## config.mk

```make
export PLATFORM = sky130hd
export DESIGN_NAME = utopia_tx_sched
export DESIGN_NICKNAME = d
export VERILOG_FILES = /design/src/rtl/utopia_tx_sched.sv
export SDC_FILE = /design/constraint.sdc
export NUM_CORES = 1
export LEC_CHECK = 0
export CAP_MARGIN = 20
export CORE_MARGIN = 1
export CORE_UTILIZATION = 40
export DETAILED_ROUTE_END_ITERATION = 12
export HOLD_SLACK_MARGIN = 0.06
export MAX_ROUTING_LAYER = met4
export PLACE_DENSITY = 0.8
export SETUP_SLACK_MARGIN = 0.02
export SYNTH_ARGS = -nofsm -noshare
export SYNTH_HDL_FRONTEND = slang
export SYNTH_SLANG_ARGS = --single-unit
```

## constraint.sdc

```tcl
create_clock -name clk -period 1.95 [get_ports clk]
set_input_delay 0.2925 -clock clk [delete_from_list [all_inputs] [get_ports clk]]
set_output_delay 0.2925 -clock clk [all_outputs]
set_load 0.05 [all_outputs]
```

## src/rtl/utopia_tx_sched.sv

```systemverilog
// Round-robin scheduler sharing one UTOPIA Tx port among NumPorts cell sources.
// Grants one requester, pops exactly CellBytes bytes from it, then idles one GAP cycle.
module utopia_tx_sched #(
    parameter int NumPorts  = 4,
    parameter int IfWidth   = 8,
    parameter int CellBytes = 53
) (
    input  logic                        clk,
    input  logic                        rst,
    input  logic [NumPorts-1:0]         port_en,
    input  logic [NumPorts-1:0]         req,
    input  logic [NumPorts*IfWidth-1:0] src_data,
    output logic [NumPorts-1:0]         gnt,
    output logic [NumPorts-1:0]         rd,
    output logic [IfWidth-1:0]          tx_data,
    output logic                        tx_soc,
    output logic                        tx_en,
    input  logic                        tx_clav,
    output logic                        cell_done,
    output logic                        busy
);
    localparam int IdxW = $clog2(NumPorts);
    localparam int CntW = $clog2(CellBytes);
    localparam logic [CntW-1:0] LastCnt = CntW'(CellBytes - 1);

    typedef enum logic [1:0] {IDLE, XFER, GAP} state_t;

    state_t              r_state;
    logic [NumPorts-1:0] r_gnt;
    logic [CntW-1:0]     r_cnt;
    logic [IdxW-1:0]     r_last;
    logic [IfWidth-1:0]  r_tx_data;
    logic                r_tx_soc;
    logic                r_tx_en;
    logic                r_cell_done;

    logic [NumPorts-1:0] w_elig;
    logic                w_found;
    logic [IdxW-1:0]     w_pick;
    logic [NumPorts-1:0] w_pick_oh;
    logic [IfWidth-1:0]  w_slice [NumPorts];
    logic [IfWidth-1:0]  w_mux;

    assign w_elig = req & port_en;

    // Search upward from last+1 so the most recently served port has lowest priority.
    always_comb begin
        int              v_int;
        logic [IdxW-1:0] v_idx;
        w_found = 1'b0;
        w_pick  = '0;
        v_int   = 0;
        v_idx   = '0;
        for (int k = 1; k <= NumPorts; k++) begin
            v_int = int'(r_last) + k;
            if (v_int >= NumPorts) begin
                v_int = v_int - NumPorts;
            end
            v_idx = v_int[IdxW-1:0];
            if (!w_found && w_elig[v_idx]) begin
                w_found = 1'b1;
                w_pick  = v_idx;
            end
        end
    end

    assign w_pick_oh = NumPorts'(1) << w_pick;

    // Data mux is an AND-OR over the registered one-hot grant.
    generate
        for (genvar gi = 0; gi < NumPorts; gi++) begin : g_slice
            assign w_slice[gi] = src_data[gi*IfWidth +: IfWidth] & {IfWidth{r_gnt[gi]}};
        end
    endgenerate

    always_comb begin
        w_mux = '0;
        for (int i = 0; i < NumPorts; i++) begin
            w_mux = w_mux | w_slice[i];
        end
    end

    always_ff @(posedge clk) begin
        if (rst) begin
            r_state     <= IDLE;
            r_gnt       <= '0;
            r_cnt       <= '0;
            r_last      <= IdxW'(NumPorts - 1);
            r_tx_data   <= '0;
            r_tx_soc    <= 1'b0;
            r_tx_en     <= 1'b0;
            r_cell_done <= 1'b0;
        end else begin
            case (r_state)
                IDLE: begin
                    r_tx_en     <= 1'b0;
                    r_tx_soc    <= 1'b0;
                    r_cell_done <= 1'b0;
                    if (tx_clav && w_found) begin
                        r_gnt   <= w_pick_oh;
                        r_cnt   <= '0;
                        r_last  <= w_pick;
                        r_state <= XFER;
                    end
                end
                XFER: begin
                    r_tx_data   <= w_mux;
                    r_tx_en     <= 1'b1;
                    r_tx_soc    <= (r_cnt == '0);
                    r_cnt       <= r_cnt + 1'b1;
                    r_cell_done <= 1'b0;
                    if (r_cnt == LastCnt) begin
                        r_cell_done <= 1'b1;
                        r_gnt       <= '0;
                        r_state     <= GAP;
                    end
                end
                GAP: begin
                    r_tx_en     <= 1'b0;
                    r_tx_soc    <= 1'b0;
                    r_cell_done <= 1'b0;
                    r_state     <= IDLE;
                end
                default: r_state <= IDLE;
            endcase
        end
    end

    assign gnt       = r_gnt;
    assign rd        = r_gnt & {NumPorts{r_state == XFER}};
    assign tx_data   = r_tx_data;
    assign tx_soc    = r_tx_soc;
    assign tx_en     = r_tx_en;
    assign cell_done = r_cell_done;
    assign busy      = (r_state != IDLE);

endmodule

```

==> results_dict.tcl <==
set metrics [dict create \
    crit_cells 1 \
    worst_slew_pin_slew_ns 0.519 \
    dr.pass1.iters 4 \
    max_stage_delay_ns 0.81 \
    hold_depth 2 \
    cp_max_fo 2 \
    crit_path_end_kind "output port" \
    syn_area_um2 1280 \
    synthAdderAreaFrac_pct 1.96 \
    arrival_ns 1.51 \
    syn_to_final_growth_pct 55.1 \
    hold_path.class "reg -> reg" \
    p_leak_nw 0.711 \
    postSynthAreaPerCell_um2 8.52 \
    wl_met1_um 1510 \
    pwr-share-seq_pct 48.6 \
    relSlewSlack_pct 65.3 \
    synthCells 150 \
    synth_top_flop_cell "dfxtp_1" \
    synth_cell_types 39 \
    p_switching_uw 388 \
    final.period_utilization_pct 92.5 \
    post-place-ws_ns -0.0314 \
    holdWs_ns 0.472 \
    yosys_warnings 0 \
    synth_area_leader_cell "dfxtp_1" \
    hold_viol_final 0 \
    fin_util_pct 64.9 \
    path_cells "clkdlybuf4s50_1" \
    post-cts-setup-buffers 0 \
    slowest_stage "clkdlybuf4s50_1" \
    die_h_um 58.5 \
    placed_area_um2 1940 \
    overflow 0 \
    final.min_clock_period_ns 1.80 \
    synth-seq-area-share_pct 39.2 \
    cap_violations 0 \
    clock-sinks 25 \
    rsz0062_at_grt "false" \
    setup_violations 0 \
    postCtsHoldBufs 0 \
    synth_xor_area_share_pct 0.686 \
    antenna_found_initial 0 \
    antennaDiodeCount 0 \
    cts-root-buf "clkbuf_4" \
    clkTransAtPathRegs_ns 0.15 \
    first_iter_violations 34 \
    clk-insertion-delay-late_ns 0.33 \
    synth_compound_area_share_pct 33.5 \
    core-area_um2 3050 \
    internal_power_uw 793 \
    clkPwrFrac_pct 20.2 \
    fmax_mhz 555 \
    grt_pass1_wl_um 5660 \
    dp.cells 247 \
    status "complete, no violations" \
    synth.top_cell.area_share_pct 39.2 \
    portBuffers 62 \
    synth_edf_count 0 \
    core.rowCount 20 \
    synth-simple-area-share_pct 18.5 \
    wirelength_um 3510 \
    switching_share_pct 32.8 \
    critical_path_buf_inv_count 1 \
    htreeDepth 1 \
    finalWorstSetupSlack_ns 0.147 \
    die_w_um 58.5 \
    dr_wl_met2_um 1670 \
    final_area_um2 1980 \
    grt_max_degree 27 \
    clock_skew_ns 0.0119 \
    vias 1408 \
    wl_per_cell_um 13.9 \
    combPwrFrac_pct 31.2 \
    drv_slew 0 \
    antenna_left 0 \
    final_nets 254 \
    drc 0 \
    required_ns 1.66 \
    wl_met3_um 274 \
    synthArstFlopShare_pct 0 \
    p_per_area_nw_per_um2 596 \
    cts_buffers 3 \
    initial_core_util_pct 41.8 \
    cts_buffer_depth 2 \
    dpl.hpwl_um 2620 \
    worstRegToRegCells 4 \
    dr.max_layer_used "met4" \
    syn_nets 195 \
    gp_congestion 0.792 \
    die_area_um2 3420 \
    critical_path.top_delay_family "buffers and inverters" \
    ios 63 \
    vdd_ir_drop_max_mv 0.269 \
    path_class "reg -> out" \
    vias_per_cell 5.59 \
    grtUsageTotal_pct 21.7 \
    worstSetupStartpointType "flip-flop" \
    ys_ff_latch 25 \
    cts_tree "built" \
    grt_pass1_vias 1375 \
    instances_no_fill 252 \
    yosys-top-cells-area "dfxtp_1 39%, a22oi_1 12%, a31oi_1 3.9%" \
    synthMuxAreaShare_pct 0 \
    synth_top_family_by_area "compound AO/OA/AOI/OAI gates" \
    drive_gt1_share_pct 9.62 \
]
-- repair_timing --
| item | in CTS | in global routing |
|---|---|---|
| gates resized for setup | 0 | 1 |
| hold endpoints to repair | 0 | 0 |
| setup endpoints to repair | 0 | 4 |
-- routing by layer --
| metal | track usage [%] | vias to the layer above |
|---|---|---|
| li1 | - | 683 |
| met1 | 23.5 | 634 |
| met2 | 38.3 | 80 |
| met3 | 5.27 | 11 |
| met4 | 8.50 | 0 |
| met5 | - | - |
-- power by group through the flow --
stage / logic (mW) / registers, mW / clock network [mW]
floorplan: 0.135 / 0.645 / 0
global placement: 0.357 / 0.582 / 0
detailed placement: 0.364 / 0.583 / 0
CTS: 0.365 / 0.572 / 0.246
global route: 0.395 / 0.579 / 0.266
finish: 0.368 / 0.574 / 0.239
-- area by class of cell --
class | count | area [µm²]
well taps | 44 | 55.1
repair buffers | 65 | 671
clock buffers | 3 | 22.5
inverters | 5 | 18.8
clock inverters | 1 | 7.51
flip-flops and latches | 25 | 500
multi-input cells | 109 | 707
fillers | 251 | 1070
-- registers in the layout, indices dropped and copies added, names as in the netlist --
name / flops
r_last: 2
tx_soc: 1
r_cnt: 6
tx_en: 1
gnt: 4
tx_data: 8
r_state: 2
cell_done: 1
-- cells in the final DEF (no fill, tap or decap), types with 3 or more instances in the layout --
cell type        Yosys  final
buf_12               0      4
inv_1                5      5
a311oi_1             3      3
and2_1               6      6
o21ai_0              9      9
nor2_1               6      6
a21oi_1              6      6
clkdlybuf4s50_1      0     53
a22oi_1             20     20
nand2_1             13     13
nor3_1               3      3
clkbuf_4             0      3
dfxtp_1             25     25
a31oi_1              8      8
nand3_1              4      4
buf_4                0      8
-- worst paths after layout --
path                              end  slack (ns)               startpoint
hold reg to reg    tx_en$_SDFFE_PP0P_        0.47       tx_en$_SDFFE_PP0P_
setup / recovery           tx_data[7]        0.15  tx_data[7]$_SDFFE_PP0P_
hold / removal     tx_en$_SDFFE_PP0P_        0.47       tx_en$_SDFFE_PP0P_
setup reg to reg  gnt[3]$_SDFFE_PP0P_        0.25  r_state[1]$_SDFFE_PP0P_
-- through the flow --
stage	TNS, ns	power, mW
final	0	1.18
after global routing	0	1.24
after CTS	0	1.18
after detailed placement	-0.0314	0.947
after global placement	0	0.939
after floorplan	0	0.781
-- cell families (layout without fill, tap and decap cells) --
family,Yosys count,count (layout)
AOI/OAI and AO/OA,60,60
xor gates and xnor gates,1,1
adders and majority gates,2,2
buffers and inverters,17,74
DFF,25,25
and+or+nand+nor,45,46
-- synth_stat cells (3+ instances only) --
master / count
dfxtp_1: 25
inv_1: 5
o21ai_0: 9
a22oi_1: 20
nor2_1: 6
buf_1: 4
nor3_1: 3
a311oi_1: 3
a21oi_1: 6
nand3_1: 4
nand2_1: 13
clkbuf_1: 6
a31oi_1: 8
and2_1: 6
(Power assumes the default switching activity.)
